`config.mk`:
```
export PLATFORM = sky130hd
export DESIGN_NAME = kronos_mem_arbiter
export DESIGN_NICKNAME = d
export VERILOG_FILES = /design/src/rtl/kronos_mem_arbiter.sv
export SDC_FILE = /design/constraint.sdc
export NUM_CORES = 1
export LEC_CHECK = 0
export CAP_MARGIN = 15
export CORE_MARGIN = 4
export CORE_UTILIZATION = 30
export DETAILED_ROUTE_END_ITERATION = 16
export HOLD_SLACK_MARGIN = 0.12
export PLACE_DENSITY = 0.66
export SETUP_SLACK_MARGIN = 0.5
export SKIP_CTS_REPAIR_TIMING = 1
export SLEW_MARGIN = 20
export SYNTH_ARGS = -nofsm -noshare
export SYNTH_HDL_FRONTEND = slang
export SYNTH_SLANG_ARGS = --single-unit
```
`constraint.sdc`:
```
create_clock -name clk -period 3.8 [get_ports clk]
set_clock_uncertainty 0.15 [all_clocks]
set_input_delay 0.57 -clock clk [delete_from_list [all_inputs] [get_ports clk]]
set_output_delay 0.57 -clock clk [all_outputs]
set_load 0.01 [all_outputs]
```
`src/rtl/kronos_mem_arbiter.sv`:
```
// Instruction/data arbiter in front of one single-port synchronous RAM.
// Define ARB_ROUND_ROBIN_EN for alternating grants; default is data-over-instr priority.
module kronos_mem_arbiter #(
  parameter int          ADDR_W     = 12,
  parameter int          RD_LATENCY = 1,
  parameter logic [31:0] BASE_ADDR  = 32'h0
) (
  input  logic              clk,
  input  logic              rst,
  input  logic [31:0]       instr_addr,
  input  logic              instr_req,
  output logic              instr_ack,
  output logic [31:0]       instr_data,
  input  logic [31:0]       data_addr,
  input  logic [31:0]       data_wr_data,
  input  logic [3:0]        data_mask,
  input  logic              data_wr_en,
  input  logic              data_req,
  output logic              data_ack,
  output logic [31:0]       data_rd_data,
  output logic [ADDR_W-1:0] mem_addr,
  output logic [31:0]       mem_wr_data,
  output logic [3:0]        mem_byte_en,
  output logic              mem_wr_en,
  input  logic [31:0]       mem_rd_data
);

  typedef enum logic [1:0] {
    IDLE,
    ACCESS,
    RESP
  } state_t;

  localparam logic [1:0] LAT = 2'(RD_LATENCY);

  state_t      state_q, state_d;
  logic        gnt_data_q;
  logic        wr_q;
  logic        rng_q;
  logic [1:0]  cnt_q;
  logic        any_req;
  logic        sel_data;
  logic        req_wr;
  logic        go_resp;
  logic        in_range;
  logic [31:0] req_addr;
  logic [31:0] off;
  logic [31:0] word;

`ifdef ARB_ROUND_ROBIN_EN
  logic last_grant_q;

  always_ff @(posedge clk or posedge rst) begin
    if (rst)
      last_grant_q <= 1'b0;
    else if (state_q == IDLE && any_req)
      last_grant_q <= sel_data;
  end
`endif

  always_comb begin
    any_req  = instr_req | data_req;
`ifdef ARB_ROUND_ROBIN_EN
    sel_data = data_req & (~instr_req | ~last_grant_q);
`else
    sel_data = data_req;
`endif
    req_addr = sel_data ? data_addr : instr_addr;
    req_wr   = sel_data & data_wr_en;
    off      = req_addr - BASE_ADDR;
    word     = off >> 2;
    in_range = (word >> ADDR_W) == 32'h0;
    // Read data is valid LAT cycles into ACCESS.
    go_resp  = wr_q | (cnt_q == LAT);
  end

  always_comb begin
    state_d = state_q;
    unique case (state_q)
      IDLE:    if (any_req) state_d = ACCESS;
      ACCESS:  if (go_resp) state_d = RESP;
      RESP:    state_d = IDLE;
      default: state_d = IDLE;
    endcase
  end

  always_ff @(posedge clk or posedge rst) begin
    if (rst)
      state_q <= IDLE;
    else
      state_q <= state_d;
  end

  always_ff @(posedge clk or posedge rst) begin
    if (rst) begin
      gnt_data_q   <= 1'b0;
      wr_q         <= 1'b0;
      rng_q        <= 1'b0;
      cnt_q        <= 2'd0;
      instr_ack    <= 1'b0;
      instr_data   <= 32'h0;
      data_ack     <= 1'b0;
      data_rd_data <= 32'h0;
      mem_addr     <= '0;
      mem_wr_data  <= 32'h0;
      mem_byte_en  <= 4'h0;
      mem_wr_en    <= 1'b0;
    end else begin
      instr_ack <= 1'b0;
      data_ack  <= 1'b0;
      mem_wr_en <= 1'b0;
      unique case (state_q)
        IDLE: begin
          if (any_req) begin
            gnt_data_q  <= sel_data;
            wr_q        <= req_wr;
            rng_q       <= in_range;
            cnt_q       <= 2'd0;
            mem_addr    <= word[ADDR_W-1:0];
            mem_wr_data <= sel_data ? data_wr_data : 32'h0;
            mem_byte_en <= req_wr ? data_mask : 4'hF;
            mem_wr_en   <= req_wr & in_range;
          end
        end
        ACCESS: begin
          if (go_resp) begin
            instr_ack <= ~gnt_data_q;
            data_ack  <= gnt_data_q;
            if (!wr_q) begin
              if (gnt_data_q)
                data_rd_data <= rng_q ? mem_rd_data : 32'h0;
              else
                instr_data <= rng_q ? mem_rd_data : 32'h0;
            end
          end else begin
            cnt_q <= cnt_q + 2'd1;
          end
        end
        default: ;
      endcase
    end
  end

endmodule
```
# Word-level counts from Yosys, hierarchy flattened
# Cells that the tools add are included.
word_totals:
  reg_bits: 122
  in_bits: 137
classes:
  add_sub_neg: 1
  n_eq_ne: 5
  mux: 16
  n_bitwise: 6
  reduce_logical: 8
ops:
  columns: ["cell", "count"]
  rows:
  - ["$mux W32", 3]
  - ["$logic_not A32 Y1", 1]
  - ["$mux W2", 4]
  - ["$pmux W2 S2", 2]
  - ["$reduce_and A4 Y1", 2]
  - ["$mux W1", 6]
  - ["$ne A2 B2 Y1 const B", 3]
  - ["$eq A2 B1 Y1 const B", 2]
  - ["$mux W4", 1]
  - ["$reduce_and A2 Y1", 2]
  - ["$reduce_and A3 Y1", 1]
  - ["$add A2 B1 Y2 const B", 1]
  - ["$and A1 B1 Y1", 2]
  - ["$logic_not A2 Y1", 1]
  - ["$not A1 Y1", 2]
  - ["$or A1 B1 Y1", 2]
  - ["$reduce_bool A2 Y1", 1]

# Depth between registers and ports, before layout
logic_depth:
  word_depth: 5
  depth_mapped: 8
  mapped_depth_nobuf: 6

# Least setup slack after synthesis
# OpenSTA, ideal clock, no wires.
synth_timing:
  kind: "register -> register"
  start: "register cnt_q[1]"
  end: "register data_rd_data[27]"
  setup_time_ns: 0.123
  t_arrival_ns: 1.524
  required_time_ns: 3.527
  path_slack_ns: 2.003
  stages_incl_launch_ff: 9
  path_buffers: 2
  path_cell_list: "dfrtp_1 > inv_1 > ha_1 > nor2_1 > or4b_1 > buf_4 > buf_6 > nand2_1 > o21ai_1"
synth_between:
  elab_chain_len: 3
synth_rtl:
  columns: ["item", "line", "text"]
  rows:
  - ["start, declared", "40", "logic [1:0] cnt_q;"]
  - ["start signal, assigned", "136", "cnt_q <= cnt_q + 2'd1;"]
  - ["$eq A2 B1 Y1", "74", "go_resp = wr_q | (cnt_q == LAT);"]
  - ["$or A1 B1 Y1", "74", null]
  - ["$reduce_and A4 Y1 (no line)", null, null]
  - ["end signal, assigned", "131", "data_rd_data <= rng_q ? mem_rd_data : 32'h0;"]
  - ["end, declared", "20", "output logic [31:0] data_rd_data,"]
# No other way between the ends.
# A chain may end at the register's enable or synchronous reset.

# Worst setup path after layout
layout_timing:
  start: "register cnt_q[1]"
  end: "register data_rd_data[19]"
# The elaborated chain is that of the path after synthesis.

==> flow_summary.json <==
{
  "outcome": "complete, no violations",
  "hold_path_class": "flip-flop to flip-flop",
  "ys_ff_latch": 122,
  "antenna_cells": 0,
  "hold_viol_final": 0,
  "multi_input_area_um2": 1590,
  "r2r-start": "cnt_q[1]$_DFFE_PP0P_",
  "synth_nets": 566,
  "yosysUniqueCellTypes": 30,
  "critPathKind": "flip-flop to flip-flop",
  "synth-compound-area-share_pct": 17.4,
  "dr.first_iter.drc_count": 121,
  "end_kind": "flip-flop",
  "area_delta_synth_final_pct": 68.8,
  "nets": 813,
  "place_hpwl_mm": 10.8,
  "r2r_cells": 6,
  "drc": 0,
  "setup_viol": 0,
  "p_int_uw": 3980,
  "cts_tree": "yes",
  "fmax_ghz": 0.458,
  "worst_slew_pin_slew_ns": 0.978,
  "clockBufferDepth": 2,
  "fin_crit_sh_pct": 57.5,
  "hold_depth": 2,
  "arrival_ns": 2.30,
  "final_antenna_net_count": 0,
  "power_per_cell_area_nw_per_um2": 709,
  "synth_xor_area_share_pct": 0,
  "worstReg2RegEnd": "data_rd_data[19]$_DFFE_PP0P_",
  "yosys_warnings": 0,
  "clkSlewWorstSetupHoldPaths_ns": 0.05,
  "slew_headroom_pct": 34.8,
  "gp_congestion": 0.847,
  "io_buffers": 247,
  "drive_gt1_share_pct": 10.8,
  "dp.cells": 872,
  "h-tree-depth": 4,
  "synth-edff-count": 0,
  "viasPerCell": 4.54,
  "rows": 46,
  "critPathRequiredTime_ns": 3.91,
  "io_pins": 252,
  "netlist.area_leader.share_pct": 63.5,
  "seq_power_share_pct": 34.7,
  "die_w_um": 135,
  "ctsRootBufferMaster": "clkbuf_16",
  "grt_pass1_wl_mm": 22.5,
  "cts_buffers": 17,
  "tns_ns": 0,
  "switchingPower_uw": 1770,
  "vdd_drop_max_v": 0.000331,
  "fin_cells": 904,
  "wire_per_inst_um": 15.7,
  "antenna_found_initial": 0,
  "initial_core_util_pct": 30.5,
  "synthAdderAreaFrac_pct": 0.260,
  "wl_mm": 14.2,
  "p_sw_share_pct": 30.8,
  "synth_area_leaders": "dfrtp_1 (64%), nand2_1 (8.9%), a22o_1 (5.8%)",
  "fin_crit_ns": 2.18,
  "post-route-cell-area_um2": 8110,
  "synthesis.area_um2": 4810,
  "leakage_uw": 0.00341,
  "p_clk_share_pct": 29.1,
  "min_to": "data_rd_data[4]$_DFFE_PP0P_",
  "rsz0062_at_grt": "no",
  "p_comb_share_pct": 36.1,
  "synth_cells": 428,
  "ys.flop_type": "dfrtp_1",
  "coreArea_um2": 15800,
  "seqCellArea_um2": 3050,
  "ys_seq_area_share_pct": 63.5,
  "grt_max_degree": 65,
  "synthMuxAreaShare_pct": 2.50,
  "syn_area_per_cell_um2": 11.2,
  "final_max_slew_viol_count": 0,
  "synth_top_family_by_area": "compound AO/OA/AOI/OAI gates",
  "synth-simple-area-share_pct": 12.5,
  "first_pass_iters": 4,
  "grt_pass1_vias": 4300,
  "clock-sinks": 122,
  "grt_usage_pct": 15.8,
  "fillers": 1411,
  "fp.dieH_um": 135,
  "drv_cap": 0,
  "placed_area_um2": 7490,
  "start_kind": "flip-flop",
  "clk-insertion-delay-late_ns": 0.40,
  "die_area_um2": 18100,
  "r2r_slack_ns": 1.62,
  "synth_top_area_cell": "dfrtp_1",
  "async_flop_share_pct": 100,
  "critPathMaxFanout": 64,
  "hp-start": "data_rd_data[4]$_DFFE_PP0P_",
  "vias": 4103,
  "grt_overflow_total": 0
}
==> through the flow <==
stage          worst slack (ns)  power [uW]  hold slack [ns]  utilization [%]
2_1_floorplan              1.58        2950            0.305                -
3_3_place_gp               1.39        4090            0.312             47.5
3_5_place_dp               1.39        4140            0.324             47.5
4_1_cts                    1.62        5860            0.337             51.5
5_1_grt                    1.51        6090            0.352             51.5
6_report                   1.62        5750            0.331             51.5
==> logic make-up (layout without fill, tap and decap cells) <==
group           Yosys count  count (layout)
compound gates          119             119
flops                   122             122
buf+inv                  32             292
mux                      12              12
fa+ha+maj                 1               1
simple gates            142             142
==> flip-flops by register name, summed over array words and instances (netlist names), 2 cells and up <==
register / flops
mem_wr_data: 32
mem_addr: 12
cnt_q: 2
mem_byte_en: 4
data_rd_data: 32
instr_data: 32
state_q: 2
==> layer usage <==
metal | vias to the layer above | share of wire (%) | wire length (um) | GRT usage, %
met5 | - | 0 | 0 | 0
met2 | 185 | 50 | 7100 | 27.5
li1 | 1994 | - | - | -
met4 | 0 | 2.2 | 316 | 6.17
met3 | 26 | 9.4 | 1340 | 6.71
met1 | 1898 | 38 | 5400 | 17.1
==> power by group through the flow <==
stage | Clock [uW] | Combinational [uW] | Sequential [uW]
floorplan | 0 | 777 | 2170
finish | 1680 | 2080 | 2000
detailed placement | 0 | 2120 | 2010
CTS | 1730 | 2120 | 2010
global placement | 0 | 2080 | 2000
global route | 1780 | 2260 | 2050
==> layout make-up <==
| class | count | area share (%) |
|---|---|---|
| flip-flops and latches | 122 | 37.6 |
| repair buffers | 258 | 31.6 |
| multi-input cells | 274 | 19.6 |
| clock buffers | 17 | 5.24 |
| well taps | 216 | 3.33 |
| clock inverters | 15 | 2.47 |
| inverters | 2 | 0.139 |
==> synth_stat cells (4+ instances only) <==
cell type / instances
nand2_1: 114
o21ai_0: 18
buf_6: 6
a22o_1: 32
clkbuf_1: 13
nor4_1: 4
o22a_1: 4
mux2i_1: 12
buf_2: 10
o21ai_1: 36
o21ai_2: 25
nor2_1: 6
dfrtp_1: 122
==> cells in the final DEF, fill, tap and decap left out, types with 5 or more instances in the layout <==
cell and count:
clkdlybuf4s50_1 247, dfrtp_1 122, nand2_1 114, o21ai_1 35, a22o_1 32, o21ai_2 25
o21ai_0 18, clkbuf_16 17, mux2i_1 12, buf_4 10, nor2_1 6, clkinvlp_4 5
==> worst max-delay path, cell delays in order, from the launching register on <==
cell	delay, ns
dfrtp_1	0.37
inv_1	0.06
ha_1	0.17
nor2_1	0.08
or4b_4	0.86
nand2_1	0.22
o21ai_2	0.07
==> how the worst max path moves through the flow <==
stage	cells past startpoint	from	slack, ns	endpoint
2_1_floorplan	1	rst	1.58	cnt_q[0]$_DFFE_PP0P_
6_report	6	cnt_q[1]$_DFFE_PP0P_	1.62	data_rd_data[19]$_DFFE_PP0P_
3_5_place_dp	4	instr_addr[14]	1.39	mem_wr_en$_DFF_PP0_
4_1_cts	6	cnt_q[1]$_DFFE_PP0P_	1.62	data_rd_data[19]$_DFFE_PP0P_
5_1_grt	6	cnt_q[1]$_DFFE_PP0P_	1.51	data_rd_data[19]$_DFFE_PP0P_
3_3_place_gp	4	instr_addr[14]	1.39	mem_wr_en$_DFF_PP0_
Note: power is estimated with default switching activity, not from simulation.
